`src/rtl/board_cmd_unit.sv`:
```
// Minesweeper board engine: pops encoded commands from the message queue, applies
// them to an N x N cell array and counts neighbour mines one neighbour per cycle.
module board_cmd_unit #(
    parameter int COORD_BITS = 3,
    parameter int MSG_W      = 2 + 2*COORD_BITS
) (
    input  logic                            clock,
    input  logic                            reset,
    input  logic [(1<<(2*COORD_BITS))-1:0]  mine_map,
    input  logic [MSG_W-1:0]                read,
    input  logic                            read_en,
    output logic                            read_ack,
    input  logic [COORD_BITS-1:0]           rd_x,
    input  logic [COORD_BITS-1:0]           rd_y,
    output logic [5:0]                      rd_cell,
    output logic [2*COORD_BITS:0]           revealed_count,
    output logic                            busy,
    output logic                            game_over,
    output logic                            game_won,
    output logic [2:0]                      dbg_state
);
    localparam int CB    = COORD_BITS;
    localparam int IW    = 2*COORD_BITS;
    localparam int CELLS = 1 << IW;
    localparam logic [IW:0]   CELLS_W = (IW+1)'(CELLS);
    localparam logic [CB+1:0] OFF_M1  = '1;
    localparam logic [CB+1:0] OFF_Z   = '0;
    localparam logic [CB+1:0] OFF_P1  = {{(CB+1){1'b0}}, 1'b1};
    localparam logic [1:0] OP_NOP = 2'b00, OP_REVEAL = 2'b01, OP_FLAG = 2'b10, OP_CLEAR = 2'b11;

    typedef enum logic [2:0] {SWEEP, REQ, WAIT, EXEC, SCAN, WRITE} state_t;

    state_t           state, next_state;
    logic [5:0]       cells [CELLS];
    logic [CELLS-1:0] mine_q;
    logic [IW-1:0]    idx;
    logic [IW:0]      mine_total;
    logic [MSG_W-1:0] cmd;
    logic [2:0]       k;
    logic [3:0]       acc;

    logic [1:0]       cmd_op;
    logic [CB-1:0]    cmd_x, cmd_y;
    logic [IW-1:0]    cmd_idx;
    logic [5:0]       cur_cell;
    logic             cur_mine, locked, do_flag, do_boom, go_scan;
    logic [CB+1:0]    ox, oy, nx, ny;
    logic             nb_valid, mine_hit;
    logic [IW:0]      rc_next;

    assign cmd_op   = cmd[MSG_W-1 -: 2];
    assign cmd_x    = cmd[2*CB-1:CB];
    assign cmd_y    = cmd[CB-1:0];
    assign cmd_idx  = {cmd_y, cmd_x};
    assign cur_cell = cells[cmd_idx];
    assign cur_mine = mine_q[cmd_idx];
    assign locked   = game_over || game_won;
    assign do_flag  = (state == EXEC) && (cmd_op == OP_FLAG) && !locked && !cur_cell[4];
    assign do_boom  = (state == EXEC) && (cmd_op == OP_REVEAL) && !locked
                      && !cur_cell[4] && !cur_cell[5] && cur_mine;
    assign go_scan  = (state == EXEC) && (cmd_op == OP_REVEAL) && !locked
                      && !cur_cell[4] && !cur_cell[5] && !cur_mine;
    assign rc_next  = revealed_count + 1'b1;

    // Neighbour k as an offset; the two extra top bits flag off-board coordinates.
    always_comb begin
        ox = OFF_Z;
        oy = OFF_Z;
        case (k)
            3'd0: begin ox = OFF_M1; oy = OFF_M1; end
            3'd1: begin ox = OFF_Z;  oy = OFF_M1; end
            3'd2: begin ox = OFF_P1; oy = OFF_M1; end
            3'd3: begin ox = OFF_M1; oy = OFF_Z;  end
            3'd4: begin ox = OFF_P1; oy = OFF_Z;  end
            3'd5: begin ox = OFF_M1; oy = OFF_P1; end
            3'd6: begin ox = OFF_Z;  oy = OFF_P1; end
            default: begin ox = OFF_P1; oy = OFF_P1; end
        endcase
        nx       = {2'b00, cmd_x} + ox;
        ny       = {2'b00, cmd_y} + oy;
        nb_valid = (nx[CB+1:CB] == 2'b00) && (ny[CB+1:CB] == 2'b00);
        mine_hit = nb_valid && mine_q[{ny[CB-1:0], nx[CB-1:0]}];
    end

    always_ff @(posedge clock) begin
        if (reset) state <= SWEEP;
        else       state <= next_state;
    end

    // Queue handshake: read_ack pulses in REQ; the queue answers in the following
    // WAIT cycle, where read is taken only if read_en is high, otherwise we re-request.
    always_comb begin
        next_state = state;
        read_ack   = 1'b0;
        busy       = 1'b1;
        case (state)
            SWEEP: if (&idx) next_state = REQ;
            REQ: begin
                read_ack   = 1'b1;
                busy       = 1'b0;
                next_state = WAIT;
            end
            WAIT: begin
                busy       = 1'b0;
                next_state = read_en ? EXEC : REQ;
            end
            EXEC: begin
                if (cmd_op == OP_CLEAR) next_state = SWEEP;
                else if (go_scan)       next_state = SCAN;
                else                    next_state = REQ;
            end
            SCAN:    if (k == 3'd7) next_state = WRITE;
            WRITE:   next_state = REQ;
            default: next_state = SWEEP;
        endcase
    end

    assign dbg_state = state;

    always_ff @(posedge clock) begin
        if (reset) begin
            idx            <= '0;
            mine_total     <= '0;
            cmd            <= '0;
            k              <= '0;
            acc            <= '0;
            game_over      <= 1'b0;
            game_won       <= 1'b0;
            revealed_count <= '0;
        end else begin
            case (state)
                SWEEP: begin
                    mine_total <= mine_total + (IW+1)'(mine_map[idx]);
                    idx        <= idx + 1'b1;
                    if (&idx) begin
                        game_over      <= 1'b0;
                        game_won       <= 1'b0;
                        revealed_count <= '0;
                    end
                end
                WAIT: if (read_en) cmd <= read;
                EXEC: begin
                    k   <= '0;
                    acc <= '0;
                    if (cmd_op == OP_CLEAR) begin
                        idx        <= '0;
                        mine_total <= '0;
                    end
                    if (do_boom) game_over <= 1'b1;
                end
                SCAN: begin
                    acc <= acc + {3'b000, mine_hit};
                    k   <= k + 3'd1;
                end
                WRITE: begin
                    revealed_count <= rc_next;
                    if (rc_next == CELLS_W - mine_total) game_won <= 1'b1;
                end
                default: ;
            endcase
        end
    end

    // Cell array and mine copy need no reset: a sweep always follows reset.
    always_ff @(posedge clock) begin
        if (!reset) begin
            if (state == SWEEP) begin
                cells[idx]  <= '0;
                mine_q[idx] <= mine_map[idx];
            end else if (do_flag) begin
                cells[cmd_idx] <= {~cur_cell[5], cur_cell[4:0]};
            end else if (do_boom) begin
                cells[cmd_idx] <= {cur_cell[5], 1'b1, cur_cell[3:0]};
            end else if (state == WRITE) begin
                cells[cmd_idx] <= {1'b0, 1'b1, acc};
            end
        end
    end

    always_ff @(posedge clock) begin
        if (reset) rd_cell <= '0;
        else       rd_cell <= cells[{rd_y, rd_x}];
    end
endmodule

```
`config.mk`:
```
export PLATFORM = sky130hd
export DESIGN_NAME = board_cmd_unit
export DESIGN_NICKNAME = d
export VERILOG_FILES = /design/src/rtl/board_cmd_unit.sv
export SDC_FILE = /design/constraint.sdc
export NUM_CORES = 1
export LEC_CHECK = 0
export ABC_AREA = 1
export CORE_MARGIN = 2
export CORE_UTILIZATION = 30
export CTS_CLUSTER_SIZE = 24
export DETAILED_ROUTE_END_ITERATION = 10
export DONT_BUFFER_PORTS = 1
export PLACE_DENSITY = 0.53
export SLEW_MARGIN = 0
export SYNTH_ARGS = -nofsm -noshare
export SYNTH_HDL_FRONTEND = slang
export SYNTH_SLANG_ARGS = --single-unit
export TNS_END_PERCENT = 5
```
`constraint.sdc`:
```
create_clock -name clock -period 5.8 [get_ports clock]
set_input_delay 0.58 -clock clock [delete_from_list [all_inputs] [get_ports clock]]
set_output_delay 0.58 -clock clock [all_outputs]
set_load 0.03 [all_outputs]
```
; Word-level counts from Yosys, hierarchy flattened
; Memory sizes are Yosys's and may differ from the RTL's. A register that Yosys moved wholly into a read port is not among the register bits.
; Index checks and enable logic that the tools add are counted.
[classes]
eq_ne = 21
bitwise = 4
order_cmp = 4
addsub = 8
reduce_logical = 38
mux = 57
[op_table]
columns = operator, n
row1 = 64-bit bitwise mux, 1
row2 = 6-bit 2-to-1 mux, 7
row3 = 1-bit 2-to-1 mux, 28
row4 = 7-bit one-hot mux with 2 select lines, 2
row5 = 6-bit by 7-bit < comparator with 1-bit output (second input constant), 3
row6 = 5-bit one-hot mux with 2 select lines, 2
row7 = 1-bit binary-select mux with 6-bit select, 3
row8 = 3-bit == test (second input constant), 6
row9 = 3-bit one-hot mux with 6 select lines, 1
row10 = 7-bit 2-to-1 mux, 2
row11 = 3-bit by 2-bit == test with 1-bit output (second input constant), 4
row12 = 1-bit logical AND, 12
row13 = 3-bit 2-to-1 mux, 4
row14 = 6-bit one-hot mux with 2 select lines, 1
row15 = 3-bit by 5-bit adder with 5-bit output, 2
row16 = 2-bit AND reduction, 5
row17 = 2-bit != test (second input constant), 4
row18 = 4-bit one-hot mux with 2 select lines, 1
row19 = 7-bit by 1-bit adder with 7-bit output, 1
row20 = 7-bit by 1-bit adder with 7-bit output (second input constant), 1
row21 = 7-bit == test, 1
row22 = 7-bit subtractor (first input constant), 1
row23 = 6-bit by 1-bit adder with 6-bit output (second input constant), 1
row24 = 1-bit demux with 6-bit select, 1
row25 = other kinds (22), 38
[totals]
ram_bits = 384
elab_cells = 143
register_bits = 104
n_memories = 1
out_inout_bits = 20
[mem_list]
columns = name, depth, word_bits, read_ports, rd_ports_with_merged_regs, wr, line_no
row1 = cells, 64, 6, 2, 2, 1, 34  ; logic [5:0] cells [CELLS];

; Logic depth before layout (Yosys ltp)
[logic_depth]
word_depth = 15
mapped_depth = 25
ltp_nobuf = 24

; Worst setup path before layout
; OpenSTA, ideal clock, no wires.
[synth_timing]
kind = reg-to-reg
from = register state[1], in the netlist dbg_state[1]
to = memory cells[0][5] (data pin)
path_slack_ps = 1296
period_less_slack_ps = 4504
path_buffers = 1
t_arrival_ps = 3823
setup_time_ps = 680
stages_incl_launch_ff = 7
path_cell_list = dfxtp_1 > buf_2 > nand3_1 > nor3_1 > and3_1 > nand2_1 > nor3_1
[synth_via]
elab_chain_len = 15
elab_cells_between_ends = 32
[synth_rtl]
columns = element, line_no
row1 = start: declaration, 33  ; state_t state, next_state;
row2 = start signal: assignment, 87  ; else state <= next_state;
row3 = 3-bit by 2-bit == test with 1-bit output, "58, 59"
row4 = 1-bit logical AND (2 in series), 59  ; assign do_boom = (state == EXEC) && (cmd_op == OP_REVEAL) && !locked
row5 = 1-bit logical AND (3 in series), 60  ; && !cur_cell[4] && !cur_cell[5] && cur_mine;
row6 = 1-bit 2-to-1 mux, 172  ; end else if (do_boom) begin
row7 = 1-bit 2-to-1 mux, 170  ; end else if (do_flag) begin
row8 = 1-bit 2-to-1 mux, 167  ; if (state == SWEEP) begin
row9 = 1-bit 2-to-1 mux, 166  ; if (!reset) begin
row10 = 1-bit 2-to-1 mux (not written as such), 173  ; cells[cmd_idx] <= {cur_cell[5], 1'b1, cur_cell[3:0]};
row11 = 1-bit bitwise OR (no source line) (2 in series), -
row12 = 6-bit OR reduction (no source line), -
row13 = 6-bit 2-to-1 mux (no source line) (*), -
row14 = end: declaration, 34
; Mark *: on every way between the ends. The rest lies on a longest branch, timed or not.

==> key figures <==
Outcome
  • Status: finished clean

Cells and area
  • Post-Layout Cell Count: 3829
  • Layout cells sized above 1: 0.0801
  • Area Overhead vs Synth: 11.5%
  • Final instance area: 28600 µm²
  • Ant. Diodes: 0
  • Final nets: 2744

STA
  • Clock Skew: 0.0346 ns
  • Final worst path period share: 0.846
  • Max Freq: 0.204 GHz
  • Tightest Pin Transition: 1.15 ns
  • Final Hold Fails: 0
  • Final setup vio count: 0
  • Fin. max-slew vios: 0
  • Fin crit period: 4.90 ns
  • Relative slew margins: 0.225
  • RSZ-0062 raised after global routing: false
  • TNS Setup: 0 ns

Placed design
  • I/O Buffers: 0
  • DP Area: 26700 µm²
  • Final HPWL DP: 55100 µm
  • Cells after DPL: 3727
  • Global placement routability congestion: 0.849

Logic synthesis
  • Warnings, synthesis: 0
  • Mapped Nets: 2839
  • Synth Register Bits: 500
  • Synthesized cell area: 25600 µm²
  • Top_reg_cell synth: edfxtp_1
  • Seq/Total Area, Yosys: 0.565
  • Mapped Cells: 2735
  • Synth Area per Inst: 9.38 µm²
  • Fraction of registers with async set/reset: 0
  • Library cells used by synthesis: 46
  • EDFF count, synth: 448

Floorplanning
  • Die width: 296 µm
  • Die area: 87800 µm²
  • Die H: 296 µm
  • Row count: 107
  • Core area: 84900 µm²
  • Initial Util: 0.302
  • IO Count: 101

Critical path
  • Worst setup EP type: flip-flop
  • Critical path class: reg2reg
  • Crit path max-delay family: simple AND/OR/NAND/NOR gates
  • Crit-path max FO: 57
  • Max incr delay on CP: 0.68 ns
  • CP Cell Sequence: inv_4 > buf_12 > nand2_1 > nand3_1 > nand3_1 > nand2_1 > nand2_1 > nand3_1 > nand3_1 > nand2_2 > inv_2 > nand3_2 > nand3_4 > o21ai_1 > nand3_2 > nor2_1
  • Buf/Inv on CP: 3
  • Worst EP required: 6.06 ns
  • Crit-path most repeated cell: nand3_1
  • Worst EP arrival: 5.17 ns
  • CP Launch Type: flip-flop
  • Slowest-stage cell, CP: o21ai_1

Clock tree
  • Post-cts sizing count: 0
  • CTS Root Cell: clkbuf_16
  • CTS Buffer Depth: 3
  • Post-CTS setup buffers: 0
  • Clock Latency Late Sink: 0.64 ns
  • Hold-fix buffers at CTS: 0
  • H-tree depth: 2
  • TritonCTS clock tree: done
  • Total CTS buffers: 55
  • Clk pin slew, worst setup/hold paths: 0.06 ns
  • Clk sink count: 500

Route
  • DRC Markers: 0
  • Post-DRT Antenna Nets: 0
  • Drt first pass iters: 6
  • Detailed Route Iter0 Violations: 2493
  • Total routed wirelength: 89500 µm
  • Via/cell ratio: 5.64
  • Via Count: 21587
  • DR WL/cell: 23.4 µm

Pwr
  • P_leak: 0.00981 µW
  • VDD IR-drop max: 197 µV
  • Pwr per Cell Area: 284 nW/µm²

Min path
  • Worst min path class: in2reg

GRT
  • Largest net degree at the start of global routing: 194
  • First-pass GRT wire length: 132000 µm
  • Initial antenna violation count: 0
  • Vias in the first global route: 20126
  • GR Overflow Total: 0
  • GRT Total Usage: 0.200

Flow run
  • Max-capacitance violation count: 0
[cell usage after synthesis (all sizes together) (9+ instances only)]
cell / instances / share of area
nand2: 367 / 0.056
buf: 44 / 0.010
o311ai: 25 / 0.0085
edfxtp: 448 / 0.52
o221ai: 102 / 0.035
o21ai: 379 / 0.074
nor3: 20 / 0.0039
clkbuf: 152 / 0.022
a22oi: 12 / 0.0035
a21oi: 48 / 0.0094
o221a: 32 / 0.014
nand3: 281 / 0.057
inv: 84 / 0.012
nor2: 541 / 0.082
o211ai: 9 / 0.0026
nand4: 19 / 0.0052
dfxtp: 52 / 0.041
ha: 21 / 0.010
o22ai: 45 / 0.011
xor2: 13 / 0.0044
[worst paths after layout]
kind                   from      endpoint  slack [ns]  depth (start not counted)
hold / removal        reset  dbg_state[1]        0.04                          1
setup reg to reg  flip-flop  cells[59][0]        0.90                         16
hold reg to reg      acc[3]        acc[3]        0.46                          1
setup / recovery  flip-flop  cells[59][0]        0.90                         16
[flip-flops by register name, summed over array words and instances, names as in the netlist, named ones only]
name / flops
game_over: 1
cells: 384
game_won: 1
rd_cell: 6
idx: 6
revealed_count: 7
acc: 4
cmd: 8
mine_q: 64
k: 3
dbg_state: 3
mine_total: 7
[cell families (layout without fill, tap and decap cells)]
logic type               count (synthesis)  in the layout  share of synthesized area
buffers and inverters                  280            230                     0.0449
adder cells (fa/ha/maj)                 23             23                     0.0118
AO/OA/AOI/OAI                          680            680                      0.167
XOR/XNOR                                16             16                    0.00546
flip-flops                             500            500                      0.565
AND/OR/NAND/NOR                       1236           1236                      0.206
[report_power, final]
group	internal (µW)	switching, µW
Clock	2210	1500
Sequential	3920	25.9
Combinational	146	330
[routing by layer]
layer  part of all wire  track usage  wire length, µm  up-vias
met2               0.44        0.308            39600     1250
met5                  0            0                0        -
li1                   -            -                -     9744
met3               0.10       0.0364             9090      169
met4              0.028       0.0628             2530        0
met1               0.43        0.283            38300    10424
[layout make-up]
type / count / area (µm²)
Fill cell: 8705 / 56300
Inverter: 84 / 324
Tap cell: 1144 / 1430
Sequential cell: 500 / 14500
Multi-Input combinational cell: 1955 / 10000
Clock inverter: 21 / 300
Clock buffer: 81 / 1600
Timing Repair Buffer: 44 / 430
[stage by stage]
step / power [µW] / utilization / hold WS [ns] / setup slack, ns
after floorplan: 4370 / - / 0.437 / 1.30
after global placement: 4490 / 0.315 / 0.449 / 1.10
after detailed placement: 4490 / 0.315 / 0.455 / 1.03
after CTS: 8170 / 0.337 / 0.00781 / 1.04
after global routing: 8360 / 0.337 / 0.0179 / 0.687
final: 8130 / 0.337 / 0.0424 / 0.896
[cells in the final DEF, fill, tap and decap left out, types with 8 or more instances in the layout]
cell and count:
nand2_2 16, edfxtp_1 448, nand3_1 271, clkbuf_8 10, nand4_1 18, o221ai_1 102
clkbuf_1 15, buf_12 8, o21ai_0 373, clkbuf_16 56, ha_1 21, a21oi_1 48
xor2_1 13, o221a_2 32, o211ai_1 9, a22oi_1 12, o22ai_1 45, nand3_2 9
dfxtp_1 49, buf_4 36, nand2_1 347, inv_1 75, nor2_1 533, o311ai_0 25
nor3_1 19
Note: power is estimated with default switching activity, not from simulation.
